File: config.mk
export PLATFORM = sky130hd
export DESIGN_NAME = control_sequencer_flat
export DESIGN_NICKNAME = d
export VERILOG_FILES = /design/src/rtl/control_sequencer_if.sv /design/src/rtl/control_sequencer.sv /design/src/flat_wrapper.sv
export SDC_FILE = /design/constraint.sdc
export NUM_CORES = 1
export LEC_CHECK = 0
export CELL_PAD_IN_SITES_DETAIL_PLACEMENT = 0
export CELL_PAD_IN_SITES_GLOBAL_PLACEMENT = 1
export CORE_MARGIN = 2
export CORE_UTILIZATION = 28
export DETAILED_ROUTE_END_ITERATION = 12
export PLACE_DENSITY = 0.78
export SYNTH_ARGS = -nofsm -noshare
export SYNTH_HDL_FRONTEND = slang
export SYNTH_SLANG_ARGS = --single-unit
File: constraint.sdc
create_clock -name clk -period 4.15 [get_ports clk]
set_input_delay 1.245 -clock clk [delete_from_list [all_inputs] [get_ports clk]]
set_output_delay 1.245 -clock clk [all_outputs]
set_load 0.01 [all_outputs]
File: src/rtl/control_sequencer_if.sv
// ============================================================================
// Module   : control_sequencer_if
// Brief    : Control bundle between the microcode sequencer and the datapath:
//            opcode/flag inputs and every register ie/oe/step strobe.
// Revision : 1.0 - initial release
// ============================================================================
`default_nettype none

interface control_sequencer_if #(
  parameter int STEP_W   = 3,
  parameter int OPCODE_W = 4
);
  // decode inputs
  logic [OPCODE_W-1:0] opcode;
  logic                carry;
  logic                zero;
  // datapath strobes
  logic                pc_oe;
  logic                pc_ie;
  logic                pc_step;
  logic                mar_ie;
  logic                ram_oe;
  logic                ram_ie;
  logic                ir_ie;
  logic                ir_oe;
  logic                a_ie;
  logic                a_oe;
  logic                b_ie;
  logic                alu_oe;
  logic                alu_sub;
  logic                flags_ie;
  logic                out_ie;
  logic                halt;
  logic [STEP_W-1:0]   t_state;

  // sequencer side
  modport master (
    input  opcode, carry, zero,
    output pc_oe, pc_ie, pc_step, mar_ie, ram_oe, ram_ie, ir_ie, ir_oe,
           a_ie, a_oe, b_ie, alu_oe, alu_sub, flags_ie, out_ie, halt, t_state
  );

  // datapath side
  modport slave (
    output opcode, carry, zero,
    input  pc_oe, pc_ie, pc_step, mar_ie, ram_oe, ram_ie, ir_ie, ir_oe,
           a_ie, a_oe, b_ie, alu_oe, alu_sub, flags_ie, out_ie, halt, t_state
  );
endinterface

`default_nettype wire

File: src/rtl/control_sequencer.sv
// ============================================================================
// Module   : control_sequencer
// Brief    : Microcode sequencer for the 8-bit shared-bus CPU. Steps T0..T4,
//            decodes opcode and flags, drives at most one bus driver per cycle.
// Revision : 1.0 - initial release
// ============================================================================
`default_nettype none

module control_sequencer #(
  parameter int STEP_W   = 3,
  parameter int OPCODE_W = 4
) (
  input  wire logic              clk,
  input  wire logic              rst,
  control_sequencer_if.master    bus
);

  typedef enum logic [STEP_W-1:0] {
    T0 = STEP_W'(0),
    T1 = STEP_W'(1),
    T2 = STEP_W'(2),
    T3 = STEP_W'(3),
    T4 = STEP_W'(4)
  } step_t;

  localparam logic [OPCODE_W-1:0] OP_LDA = OPCODE_W'(4'h1);
  localparam logic [OPCODE_W-1:0] OP_ADD = OPCODE_W'(4'h2);
  localparam logic [OPCODE_W-1:0] OP_SUB = OPCODE_W'(4'h3);
  localparam logic [OPCODE_W-1:0] OP_STA = OPCODE_W'(4'h4);
  localparam logic [OPCODE_W-1:0] OP_LDI = OPCODE_W'(4'h5);
  localparam logic [OPCODE_W-1:0] OP_JMP = OPCODE_W'(4'h6);
  localparam logic [OPCODE_W-1:0] OP_JC  = OPCODE_W'(4'h7);
  localparam logic [OPCODE_W-1:0] OP_JZ  = OPCODE_W'(4'h8);
  localparam logic [OPCODE_W-1:0] OP_OUT = OPCODE_W'(4'hE);
  localparam logic [OPCODE_W-1:0] OP_HLT = OPCODE_W'(4'hF);

  step_t state;
  step_t state_next;
  logic  halted;
  logic  halted_next;

  assign bus.t_state = state;

  // T-state counter and sticky halt bit; rst restarts at the T0 fetch
  always_ff @(posedge clk) begin
    if (rst) begin
      state  <= T0;
      halted <= 1'b0;
    end else begin
      state  <= state_next;
      halted <= halted_next;
    end
  end

  // Microcode decode: strobes for the current step and the step that follows
  always_comb begin
    state_next   = state;
    halted_next  = halted;
    bus.pc_oe    = 1'b0;
    bus.pc_ie    = 1'b0;
    bus.pc_step  = 1'b0;
    bus.mar_ie   = 1'b0;
    bus.ram_oe   = 1'b0;
    bus.ram_ie   = 1'b0;
    bus.ir_ie    = 1'b0;
    bus.ir_oe    = 1'b0;
    bus.a_ie     = 1'b0;
    bus.a_oe     = 1'b0;
    bus.b_ie     = 1'b0;
    bus.alu_oe   = 1'b0;
    bus.alu_sub  = 1'b0;
    bus.flags_ie = 1'b0;
    bus.out_ie   = 1'b0;
    bus.halt     = 1'b0;

    // Nothing is driven during the reset cycle, so a half-run instruction
    // cannot leak a partial write into the datapath.
    if (!rst) begin
      if (halted) begin
        bus.halt = 1'b1;
      end else begin
        case (state)
          T0: begin
            bus.pc_oe  = 1'b1;
            bus.mar_ie = 1'b1;
            state_next = T1;
          end
          T1: begin
            bus.ram_oe  = 1'b1;
            bus.ir_ie   = 1'b1;
            bus.pc_step = 1'b1;
            state_next  = T2;
          end
          T2: begin
            state_next = T0;
            case (bus.opcode)
              OP_LDA, OP_ADD, OP_SUB, OP_STA: begin
                bus.ir_oe  = 1'b1;
                bus.mar_ie = 1'b1;
                state_next = T3;
              end
              OP_LDI: begin
                bus.ir_oe = 1'b1;
                bus.a_ie  = 1'b1;
              end
              OP_JMP: begin
                bus.ir_oe = 1'b1;
                bus.pc_ie = 1'b1;
              end
              OP_JC: begin
                bus.ir_oe = bus.carry;
                bus.pc_ie = bus.carry;
              end
              OP_JZ: begin
                bus.ir_oe = bus.zero;
                bus.pc_ie = bus.zero;
              end
              OP_OUT: begin
                bus.a_oe   = 1'b1;
                bus.out_ie = 1'b1;
              end
              OP_HLT: begin
                bus.halt    = 1'b1;
                halted_next = 1'b1;
                state_next  = T2;
              end
              default: ;  // NOP and undefined opcodes
            endcase
          end
          T3: begin
            state_next = T0;
            case (bus.opcode)
              OP_LDA: begin
                bus.ram_oe = 1'b1;
                bus.a_ie   = 1'b1;
              end
              OP_ADD, OP_SUB: begin
                bus.ram_oe = 1'b1;
                bus.b_ie   = 1'b1;
                state_next = T4;
              end
              OP_STA: begin
                bus.a_oe   = 1'b1;
                bus.ram_ie = 1'b1;
              end
              default: ;
            endcase
          end
          T4: begin
            bus.alu_oe   = 1'b1;
            bus.a_ie     = 1'b1;
            bus.flags_ie = 1'b1;
            bus.alu_sub  = (bus.opcode == OP_SUB);
            state_next   = T0;
          end
          default: state_next = T0;  // recover from any unused count
        endcase
      end
    end
  end

endmodule

`default_nettype wire

File: src/flat_wrapper.sv
// flat-port wrapper written by rule: the top's interface ports become plain ports
module control_sequencer_flat 
#(
  parameter int STEP_W   = 3,
  parameter int OPCODE_W = 4
)
  (clk, rst, bus_opcode, bus_carry, bus_zero, bus_pc_oe, bus_pc_ie, bus_pc_step, bus_mar_ie, bus_ram_oe, bus_ram_ie, bus_ir_ie, bus_ir_oe, bus_a_ie, bus_a_oe, bus_b_ie, bus_alu_oe, bus_alu_sub, bus_flags_ie, bus_out_ie, bus_halt, bus_t_state);
  control_sequencer_if #(.STEP_W(STEP_W), .OPCODE_W(OPCODE_W)) bus_i ();
  input  wire logic clk;
  input  wire logic rst;
  input wire logic [$bits(bus_i.opcode)-1:0] bus_opcode;
  input wire logic [$bits(bus_i.carry)-1:0] bus_carry;
  input wire logic [$bits(bus_i.zero)-1:0] bus_zero;
  output wire logic [$bits(bus_i.pc_oe)-1:0] bus_pc_oe;
  output wire logic [$bits(bus_i.pc_ie)-1:0] bus_pc_ie;
  output wire logic [$bits(bus_i.pc_step)-1:0] bus_pc_step;
  output wire logic [$bits(bus_i.mar_ie)-1:0] bus_mar_ie;
  output wire logic [$bits(bus_i.ram_oe)-1:0] bus_ram_oe;
  output wire logic [$bits(bus_i.ram_ie)-1:0] bus_ram_ie;
  output wire logic [$bits(bus_i.ir_ie)-1:0] bus_ir_ie;
  output wire logic [$bits(bus_i.ir_oe)-1:0] bus_ir_oe;
  output wire logic [$bits(bus_i.a_ie)-1:0] bus_a_ie;
  output wire logic [$bits(bus_i.a_oe)-1:0] bus_a_oe;
  output wire logic [$bits(bus_i.b_ie)-1:0] bus_b_ie;
  output wire logic [$bits(bus_i.alu_oe)-1:0] bus_alu_oe;
  output wire logic [$bits(bus_i.alu_sub)-1:0] bus_alu_sub;
  output wire logic [$bits(bus_i.flags_ie)-1:0] bus_flags_ie;
  output wire logic [$bits(bus_i.out_ie)-1:0] bus_out_ie;
  output wire logic [$bits(bus_i.halt)-1:0] bus_halt;
  output wire logic [$bits(bus_i.t_state)-1:0] bus_t_state;
  assign bus_i.opcode = bus_opcode;
  assign bus_i.carry = bus_carry;
  assign bus_i.zero = bus_zero;
  assign bus_pc_oe = bus_i.pc_oe;
  assign bus_pc_ie = bus_i.pc_ie;
  assign bus_pc_step = bus_i.pc_step;
  assign bus_mar_ie = bus_i.mar_ie;
  assign bus_ram_oe = bus_i.ram_oe;
  assign bus_ram_ie = bus_i.ram_ie;
  assign bus_ir_ie = bus_i.ir_ie;
  assign bus_ir_oe = bus_i.ir_oe;
  assign bus_a_ie = bus_i.a_ie;
  assign bus_a_oe = bus_i.a_oe;
  assign bus_b_ie = bus_i.b_ie;
  assign bus_alu_oe = bus_i.alu_oe;
  assign bus_alu_sub = bus_i.alu_sub;
  assign bus_flags_ie = bus_i.flags_ie;
  assign bus_out_ie = bus_i.out_ie;
  assign bus_halt = bus_i.halt;
  assign bus_t_state = bus_i.t_state;
  control_sequencer #(.STEP_W(STEP_W), .OPCODE_W(OPCODE_W)) u_core (.clk(clk), .rst(rst), .bus(bus_i));
endmodule
==> results.ini <==
[routing]
starting_drc_count_in_detailed_routing=9
num_vias=664
route.detailed.drc=0
avgRoutedWirePerCell_um=11.03
drt.antenna.violating_nets=0
detailedRoute.firstPassIterationCount=4
route.detailed.vias_per_inst=4.992
wirelength_um=1467

[clocking]
clk_pin_slew_ps=40
tritoncts=done
worst_skew_pair.late_latency_ps=230
cts_max_level=1
postCtsHoldBufs=0
ctsLongestPathBuffers=2
clock-root-buffer=sky130_fd_sc_hd__clkbuf_4
cts_buffers=3
tritoncts_num_sinks=4

[timing]
min_clock_period_post_route_ps=4090
fmax_mhz=244.5
slew_headroom_pct=67.28
tns_ps=0
fin_worst_skew_ps=1.581
report.final.setup_viol=0
grt_setup_unrepaired=false
final-hold-violation-count=0
tightest_slew_ps=490.1
hold-worst-slack_ps=617.7
finalMaxSlewViolations=0
finalCritPeriodShare_pct=98.56

[yosys]
synth_sequential_area_ratio_pct=14.99
netlist-cell-type-count=37
ys_top_cells_by_area=sky130_fd_sc_hd__dfxtp_1, sky130_fd_sc_hd__buf_4, sky130_fd_sc_hd__nor2_1
synth_largest_type_area_fraction_pct=14.99
syn_area_per_cell_um2=7.220
synth-warning-count=0
netlist_instances=74
syn_nets=82
yosysTopAreaCell=sky130_fd_sc_hd__dfxtp_1
synthesis.area_um2=534.3
ffs_latches_synth=4

[cells_and_area]
fraction_of_final_layout_cells_with_drive_strength_greater_than_1_pct=24.07
layout_commonest_cell=sky130_fd_sc_hd__buf_4
synthToLayoutAreaGrowth_pct=66.98
insertedDiodeCount=0
number_of_nets_in_the_layout=118
fill_cells=193
layout_common_cells=sky130_fd_sc_hd__buf_4, sky130_fd_sc_hd__dlygate4sd2_1, sky130_fd_sc_hd__clkdlybuf4s50_1, sky130_fd_sc_hd__nor2_1, sky130_fd_sc_hd__nand2_1

[critical_path]
cp.arrival_ps=2850
worst_setup_path_start_kind=input port
critPathMaxFanout=4
critPathCaptureType=primary output
cp_data_required_time_ps=2900
timing.setup.critical_path_class=in -> out

[pwr]
power-per-cell-area_mw_per_mm2=179.9
p_total_mw=0.1605
irDropWorstVdd_v=0.00009405
p_leak_nw=0.4270

[global_route]
grt_util_all_layers_pct=13.94
grt_pass1_wl_um=2249
number_of_antenna_violations_at_the_first_check_in_global_routing=0
grt_max_degree=17
gr-total-overflow=0
number_of_global_route_vias_before_repair=569

[placed_design]
gp_routability_congestion=0.7172
detailedPlacementHpwl_um=1110
port_buffers=26

[floorplan]
io_pins=27
die-width_um=47.68
floorplan.core_area_mm2=0.001764
initial_core_util_pct=30.28
die-area_mm2=0.002273
die-height_um=47.68
placement_rows=15

[worst_hold_path]
timing.hold.worst.class=reg -> reg

[flow_run]
cap_viol_max_count=0

[run_status]
run_status=finished, final reports clean

-- Yosys cell counts, drive strengths merged --
library cell	instances
nor2	10
buf	8
nand2	5
a21oi	4
and3	4
dfxtp	4
nor3	4
clkbuf	3
nand4	3
and2	2
nand3	2
nor4b	2
o21ai	2
or2	2
or4b	2
a211o	1
a211oi	1
a21boi	1
a21o	1
a311oi	1
a41oi	1
and3b	1
nand3b	1
nand4b	1
nand4bb	1
nor3b	1
o211ai	1
o21a	1
o32ai	1
or3b	1
or4	1
xor2	1
-- final timing paths --
kind                                       from                            endpoint  cells after the start  slack, ps
max                                         rst                        bus_flags_ie                      6         60
min                       u_core.halted$_DFF_P_  u_core.bus.t_state[2]$_SDFFE_PP0N_                      2        620
max reg2reg  u_core.bus.t_state[0]$_SDFFE_PP0N_  u_core.bus.t_state[1]$_SDFFE_PP0N_                      4       2690
min reg2reg               u_core.halted$_DFF_P_  u_core.bus.t_state[2]$_SDFFE_PP0N_                      2        620
-- where the power goes --
part           internal [mW]  switching, mW
sequential            0.0408        0.00733
clock                 0.0324         0.0164
combinational         0.0374         0.0262
-- state kept, by name, indices dropped and copies added, names as in the netlist --
| register | cells |
|---|---|
| u_core.halted | 1 |
| u_core.bus.t_state | 3 |
-- cell families (layout without fill, tap and decap cells) --
family,Yosys count,in the layout,share of synthesized area [%]
simple gates,43,43,49.18
compound gates,15,15,20.61
buf+inv,11,45,13.58
flops,4,4,14.99
xor+xnor,1,1,1.640
-- critical path, cell delays in order --
cell,delay [ps]
sky130_fd_sc_hd__clkdlybuf4s50_1,480
sky130_fd_sc_hd__buf_4,170
sky130_fd_sc_hd__nor2_1,110
sky130_fd_sc_hd__buf_4,130
sky130_fd_sc_hd__and3_1,170
sky130_fd_sc_hd__clkdlybuf4s50_1,550
-- layout make-up --
cell class / instances / area (µm²) / share of cell area [%]
multi-input cells: 59 / 392.9 / 44.04
flip-flops and latches: 4 / 80.08 / 8.976
well taps: 25 / 31.28 / 3.506
clock buffers: 3 / 22.52 / 2.525
repair buffers: 42 / 365.4 / 40.95
-- stage by stage --
step / setup WS, ps / std cells / utilization [%] / instance area, µm²
floorplan: 668.9 / 74 / - / 534.3
global placement: -177.7 / 129 / 49.08 / 865.8
detailed placement: -199.2 / 129 / 49.08 / 865.8
CTS: 48.43 / 133 / 50.43 / 889.6
global route: 0.3597 / 133 / 50.57 / 892.1
finish: 59.95 / 133 / 50.57 / 892.1
-- layer usage --
metal,track usage (%),share of wire [%],up-vias
met1,15.18,45,306
met2,25.87,49,21
met5,0,0,-
met4,6.486,0,0
met3,2.264,5.7,0
li1,-,-,337
-- what timing repair did --
action | CTS | global route
endpoints found under the setup margin | 13 | 2
hold endpoints to repair | 0 | 0
resized for setup | 17 | 1
buffers inserted | 1 | 0
Power figures use the tool's default switching activity.
